`config.mk`:
```
export PLATFORM = sky130hd
export DESIGN_NAME = instr_ram_loader
export DESIGN_NICKNAME = d
export VERILOG_FILES = /design/src/rtl/instr_ram_loader.sv
export SDC_FILE = /design/constraint.sdc
export NUM_CORES = 1
export LEC_CHECK = 0
export CORE_MARGIN = 1.5
export CORE_UTILIZATION = 30
export CTS_BUF_LIST = sky130_fd_sc_hd__clkbuf_4
export DETAILED_ROUTE_END_ITERATION = 16
export PLACE_DENSITY = 0.59
export SLEW_MARGIN = 20
export SYNTH_ARGS = -nofsm -noshare
export SYNTH_HDL_FRONTEND = slang
export SYNTH_SLANG_ARGS = --single-unit
```
`constraint.sdc`:
```
create_clock -name clk_i -period 3.3 [get_ports clk_i]
set_clock_uncertainty 0.1 [all_clocks]
set_input_delay 0.66 -clock clk_i [delete_from_list [all_inputs] [get_ports clk_i]]
set_output_delay 0.66 -clock clk_i [all_outputs]
set_load 0.05 [all_outputs]
```
`src/rtl/instr_ram_loader.sv`:
```
// Boot loader for the instruction RAM: assembles a length-prefixed little-endian
// halfword stream into RAM writes, then hands the RAM address port to the CPU.
module instr_ram_loader #(
  parameter int NUM_INSTRUCTIONS = 4096,
  parameter int WORD = 32,
  parameter int HALF_WORD = 16,
  parameter logic [WORD-1:0] BASE_ADDR = '0
) (
  input  logic                 clk_i,
  input  logic                 rst_i,
  input  logic                 byte_valid_i,
  input  logic [7:0]           byte_i,
  output logic                 byte_ready_o,
  input  logic [WORD-1:0]      pc_i,
  input  logic                 reload_i,
  output logic                 ram_write_en_o,
  output logic [HALF_WORD-1:0] ram_data_o,
  output logic [WORD-1:0]      ram_addr_o,
  output logic                 cpu_hold_o,
  output logic                 load_done_o,
  output logic                 overflow_o
);

  // state   | meaning
  // LEN_LO  | waiting for halfword-count low byte
  // LEN_HI  | waiting for halfword-count high byte
  // DATA_LO | waiting for low byte of next halfword
  // DATA_HI | waiting for high byte; acceptance launches a write
  // FLUSH   | final write drains while address still shows the pointer
  // RUN     | image loaded, RAM address follows the CPU PC
  typedef enum logic [2:0] {
    S_LEN_LO, S_LEN_HI, S_DATA_LO, S_DATA_HI, S_FLUSH, S_RUN
  } state_t;

  localparam logic [WORD-1:0] CAPACITY = WORD'(NUM_INSTRUCTIONS);

  state_t          state, state_nxt;
  logic [WORD-1:0] ptr;
  logic [15:0]     remaining;
  logic [7:0]      lo_byte;
  logic            wr_en, adv, overflow, hold;
  logic [HALF_WORD-1:0] wr_data;
  logic            accept;
  logic [15:0]     count;
  logic [WORD-1:0] offset;
  logic            in_range;

  assign accept   = byte_valid_i && byte_ready_o;
  assign count    = {byte_i, lo_byte};
  assign offset   = ptr - BASE_ADDR;
  assign in_range = (offset >> 1) < CAPACITY;

  always_ff @(posedge clk_i) begin
    if (rst_i) state <= S_LEN_LO;
    else       state <= state_nxt;
  end

  always_comb begin
    state_nxt = state;
    case (state)
      S_LEN_LO:  if (accept) state_nxt = S_LEN_HI;
      S_LEN_HI:  if (accept) state_nxt = (count == 16'd0) ? S_RUN : S_DATA_LO;
      S_DATA_LO: if (accept) state_nxt = S_DATA_HI;
      S_DATA_HI: if (accept) state_nxt = (remaining == 16'd1) ? S_FLUSH : S_DATA_LO;
      S_FLUSH:   state_nxt = S_RUN;
      S_RUN:     if (reload_i) state_nxt = S_LEN_LO;
      default:   state_nxt = S_LEN_LO;
    endcase
  end

  always_comb begin
    byte_ready_o   = (state == S_LEN_LO) || (state == S_LEN_HI) ||
                     (state == S_DATA_LO) || (state == S_DATA_HI);
    load_done_o    = (state == S_RUN);
    ram_addr_o     = (state == S_RUN) ? pc_i : ptr;
    ram_write_en_o = wr_en;
    ram_data_o     = wr_data;
    cpu_hold_o     = hold;
    overflow_o     = overflow;
  end

  // The pointer only moves in DATA_HI-launched cycles, so its value at byte
  // acceptance equals its value during the write; the range check uses it early.
  always_ff @(posedge clk_i) begin
    if (rst_i) begin
      ptr       <= BASE_ADDR;
      remaining <= '0;
      lo_byte   <= '0;
      wr_en     <= 1'b0;
      wr_data   <= '0;
      adv       <= 1'b0;
      overflow  <= 1'b0;
      hold      <= 1'b1;
    end else begin
      wr_en <= 1'b0;
      adv   <= 1'b0;
      hold  <= (state_nxt != S_RUN);
      if (adv) ptr <= ptr + WORD'(2);
      case (state)
        S_LEN_LO:  if (accept) lo_byte <= byte_i;
        S_LEN_HI:  if (accept) remaining <= count;
        S_DATA_LO: if (accept) lo_byte <= byte_i;
        S_DATA_HI: begin
          if (accept) begin
            wr_data   <= {byte_i, lo_byte};
            adv       <= 1'b1;
            remaining <= remaining - 16'd1;
            if (in_range) wr_en    <= 1'b1;
            else          overflow <= 1'b1;
          end
        end
        S_RUN: begin
          if (reload_i) begin
            ptr      <= BASE_ADDR;
            overflow <= 1'b0;
          end
        end
        default: ;
      endcase
    end
  end

endmodule

```
== Word-level counts from Yosys, hierarchy flattened ==
Cells that the tools add are included.

* Bits in registers: 79
* Latch bits: 0
* Bits in writable memories: 0
* Memory bits (read-only): 0
* Bits of input ports: 44
* Output and inout port bits: 53
* Logic and storage cells: 61
* Memories kept: 0

* Add/sub/neg operators: 2
* $mul: 0
* Div/mod/pow operators: 0
* Magnitude comparators: 1
* Equal/unequal tests: 11
* Shift-type cells: 0
* Muxes and demuxes: 21
* Bitwise gates (word level): 2
* Reductions and logical operators: 15

{| class="wikitable"
|+ Operator list
! kind !! number
|-
| $mux 32 || 4
|-
| $add 32x2->32 const B || 1
|-
| $mux 16 || 2
|-
| $pmux 16 s2 || 1
|-
| $lt 31x13->1 const B || 1
|-
| $mux 3 || 7
|-
| $pmux 3 s6 || 1
|-
| $eq 16x1->1 const B || 1
|-
| $logic_not 16->1 || 1
|-
| $sub 16x1->16 const B || 1
|-
| $ne 2x2->1 const B || 4
|-
| $eq 3x2->1 const B || 2
|-
| $eq 3x3->1 const B || 2
|-
| $mux 1 || 5
|-
| $reduce_and 2->1 || 2
|-
| $reduce_and 4->1 || 1
|-
| $reduce_bool 2->1 || 2
|-
| $reduce_or 2->1 || 2
|-
| $eq 3x1->1 const B || 1
|-
| $logic_not 3->1 || 1
|-
| $logic_or 1x1->1 || 3
|-
| $ne 3x3->1 const B || 1
|-
| $reduce_and 3->1 || 1
|-
| $reduce_or 3->1 || 1
|-
| 3 further kinds || 4
|}

== Depth between registers and ports, before layout ==
* Word-level depth: 8
* Depth in mapped cells: 7
* Gate-level depth less buffers: 7

== Worst setup path before layout ==
No wires, ideal clock.

* Path type: register to output
* Start: register state[0]
* End: output port ram_addr_o[4]
* Arrival: 2.424 ns
* Data required time: 2.540 ns
* Setup slack: 0.116 ns
* Stages on the path, launching flop included: 6
* Path buffers: 3
* Path through: dfxtp_1 > buf_2 > and3_1 > clkbuf_1 > clkbuf_1 > o21ai_0

* Cells in the longest elaborated chain, start to end: 2

{| class="wikitable"
|+ Ends and longest elaborated chain
! element !! line !! text
|-
| from (decl) || 37 || <nowiki>state_t state, state_nxt;</nowiki>
|-
| from (signal assigned) || 55 || <nowiki>else state <= state_nxt;</nowiki>
|-
| $eq 3x3->1 || -- ||
|-
| via load_done_o || 20 || <nowiki>output logic load_done_o,</nowiki>
|-
| $mux 32 || 75 || <nowiki>ram_addr_o = (state == S_RUN) ? pc_i : ptr;</nowiki>
|-
| to (decl) || 18 || <nowiki>output logic [WORD-1:0] ram_addr_o,</nowiki>
|}

The timed path passes the listed nets, and every way through them passes these cells.

== Worst setup path after layout ==
* Start: register state[1]
* End: output port ram_addr_o[5]

* Cells in the longest elaborated chain, start to end: 2

{| class="wikitable"
|+ Ends and longest elaborated chain
! element !! line
|-
| $eq 3x3->1 || 75
|-
| $mux 32 || 75
|}

No other way between the ends.

==> summary.txt <==
Status
  • Status: complete, no violations

Die
  • Initial core utilization: 31.1%
  • Die height: 118 µm
  • IO Count: 97
  • Area of the core: 0.0127 mm²
  • Rows: 41
  • Die width: 118 µm
  • Die ar.: 0.0139 mm²

Clock tree
  • Clock Latency Late Sink: 0.41 ns
  • H-tree depth: 3
  • TritonCTS Buffers: 9
  • CTS clk-pin slew, worst paths: 0.12 ns
  • CTS tree: built
  • Root buffer cell: clkbuf_4
  • Clk sinks: 78
  • Postcts setup bufs: 0
  • CTS resizes: 0
  • CTS max path bufs: 2
  • Cts hold-fix bufs: 0

Pwr
  • Leak Pwr: 2.04 nW
  • Switch Pwr: 0.471 mW
  • Maximum vdd drop: 0.136 mV
  • Net Sw Frac: 26.5%
  • Pint: 1.31 mW
  • Power Dens Cells: 321 mW/mm²
  • Sequential Power Share: 55.5%
  • Comb pwr share: 13.5%
  • Clock power frac: 31.0%

GRT
  • Via count of the first global-routing pass: 3694
  • Total global-route track usage: 15.9%
  • Largest net degree at the start of global routing: 36
  • GR Overflow Total: 0
  • First-pass GRT wire length: 18300 µm
  • Initial antenna violation count: 0

Timing
  • RSZ-0062 raised after global routing: no
  • Least-Margin Pin Slew: 0.801 ns
  • Fin. max-slew vios: 0
  • Fmax: 333 MHz
  • Final hold slack: 0.362 ns
  • Final Setup Violations: 0
  • Slew Limit Headroom: 46.1%
  • Final hold violations: 0
  • Sum of negative setup slack: 0 ns
  • Final Cycle Share: 91.1%
  • Minimum clock period: 3.01 ns
  • Final WS setup: 0.293 ns

Logic synthesis
  • Netlist cell types: 51
  • Synthesized area: 0.00395 mm²
  • EDFF count, synth: 0
  • #FFs+latches synth: 78
  • Yosys warnings: 0
  • Mapped Nets: 520
  • Post-synthesis average cell area: 8.36 µm²
  • Ys flop type: dfxtp_1
  • Synth top area cells: dfxtp_1 40%, mux2_2 8.8%, nand2_1 6.4%
  • Async set-reset flop share out of synthesis: 0%
  • Cell count after synthesis: 473
  • Share of the synthesized area in the top cell type: 39.5%
  • Synth area leader: dfxtp_1
  • Register area share after synthesis: 39.5%

Critical path
  • Crit end category: output port
  • Critical path launch point type: register
  • WS Path Type: register to output port
  • Crit path from: state[1]$_SDFF_PP0_
  • Crit path DAT: 2.25 ns
  • FF-to-FF Start: state[1]$_SDFF_PP0_
  • CP Max Fanout: 35
  • WP data required: 2.54 ns
  • FF-to-FF setup slack: 1.06 ns

Placed design
  • Placed Instance Area: 0.00541 mm²
  • Gpl congestion: 0.841
  • I/O Buffers: 96
  • Detailed placement HPWL: 8040 µm
  • Worst slack, placed: 0.681 ns
  • Post-placement cell count: 725

Detailed routing
  • Detailed Routing Iterations Pass 1: 4
  • Routed Antenna Nets: 0
  • Post-DR vias/cell: 5.06
  • Drt drc: 0
  • Vias: 3742
  • Final wirelength: 10900 µm
  • Wire per inst: 14.7 µm
  • First-iteration detailed-routing DRC count: 216

Finish
  • Most common cell after layout, fill and taps aside: dfxtp_1
  • Post-route non-filler standard cell count: 740
  • Final Instance Area: 0.00554 mm²
  • Antenna diode count: 0
  • Fill cells: 1312
  • Area Overhead vs Synth: 40.1%
  • Most frequent cells in the layout: 78 x dfxtp_1, 67 x nand2_1, 63 x clkdlybuf4s50_1, 62 x nor2_1, 36 x a21oi_1
  • Nets: 611
  • Layout cells sized above 1: 16.7%

Min path
  • Worst Hold Launch: ram_data_o[10]$_SDFFE_PP0P_
  • Hold Path Class: register to register

Job
  • Max Cap Viol: 0
[kinds of logic after synthesis]
logic type / Yosys count / share of synthesized area, %
flops: 78 / 39.5
simple gates: 218 / 27.4
xor+xnor: 28 / 6.20
mux: 40 / 11.1
buf+inv: 30 / 3.29
compound gates: 76 / 11.5
fa+ha+maj: 3 / 0.950
[final cells by class]
class | instances | area (µm²) | share of cell area, %
Clock inverter | 5 | 51.3 | 0.926
Inverter | 6 | 22.5 | 0.407
Timing Repair Buffer | 104 | 1350 | 24.4
Multi-Input combinational cell | 365 | 2260 | 40.8
Clock buffer | 10 | 75.1 | 1.36
Tap cell | 172 | 215 | 3.89
Sequential cell | 78 | 1560 | 28.2
[power by group through the flow]
stage          registers [mW]  logic, mW  clock network, mW
2_1_floorplan            1.00      0.136                  0
3_3_place_gp             1.01      0.236                  0
3_5_place_dp             1.01      0.239                  0
4_1_cts                 0.986      0.240              0.572
5_1_grt                 0.991      0.263              0.618
6_report                0.987      0.240              0.552
[critical path, cell delays in order, from the launching register on]
cell	delay, ns
dfxtp_1	0.45
inv_1	0.22
and3_1	0.19
buf_4	0.38
mux2_2	0.42
buf_12	0.16
[cell usage after synthesis (4+ instances only)]
cell,instances
a22oi_1,4
xnor2_1,8
o21ai_0,14
inv_1,6
nand4_1,14
dfxtp_1,78
nor3_1,14
mux2_2,31
nand3_1,13
mux2i_1,9
clkbuf_1,19
xor2_1,20
nor2_1,62
nand2_1,67
or3_1,5
nor4_1,11
and3_1,7
or4_1,4
a21oi_1,36
[routing by layer]
metal | wire (µm) | share of wire [%] | track usage, %
met1 | 5130 | 47 | 21.2
met3 | 533 | 4.9 | 4.26
met2 | 5180 | 48 | 26.1
met4 | 38 | 0.35 | 2.97
met5 | 0 | 0 | 0
[flip-flops by register name (all words and copies together) (netlist names)]
register and cells:
ram_write_en_o 1, state 3, cpu_hold_o 1, ram_data_o 16, adv 1, ptr 31
lo_byte 8, remaining 16, overflow_o 1
[worst paths after layout]
path / depth (start not counted) / end
hold / removal: 2 / ram_data_o[10]$_SDFFE_PP0P_
setup reg to reg: 5 / remaining[11]$_SDFFE_PP0P_
setup / recovery: 5 / ram_addr_o[5]
hold reg to reg: 2 / ram_data_o[10]$_SDFFE_PP0P_
[metrics by stage]
step,util (%),total power [mW]
2_1_floorplan,-,1.14
4_1_cts,43.5,1.80
6_report,43.5,1.78
3_5_place_dp,42.5,1.25
5_1_grt,43.5,1.87
3_3_place_gp,42.5,1.24
(Power assumes the default switching activity.)
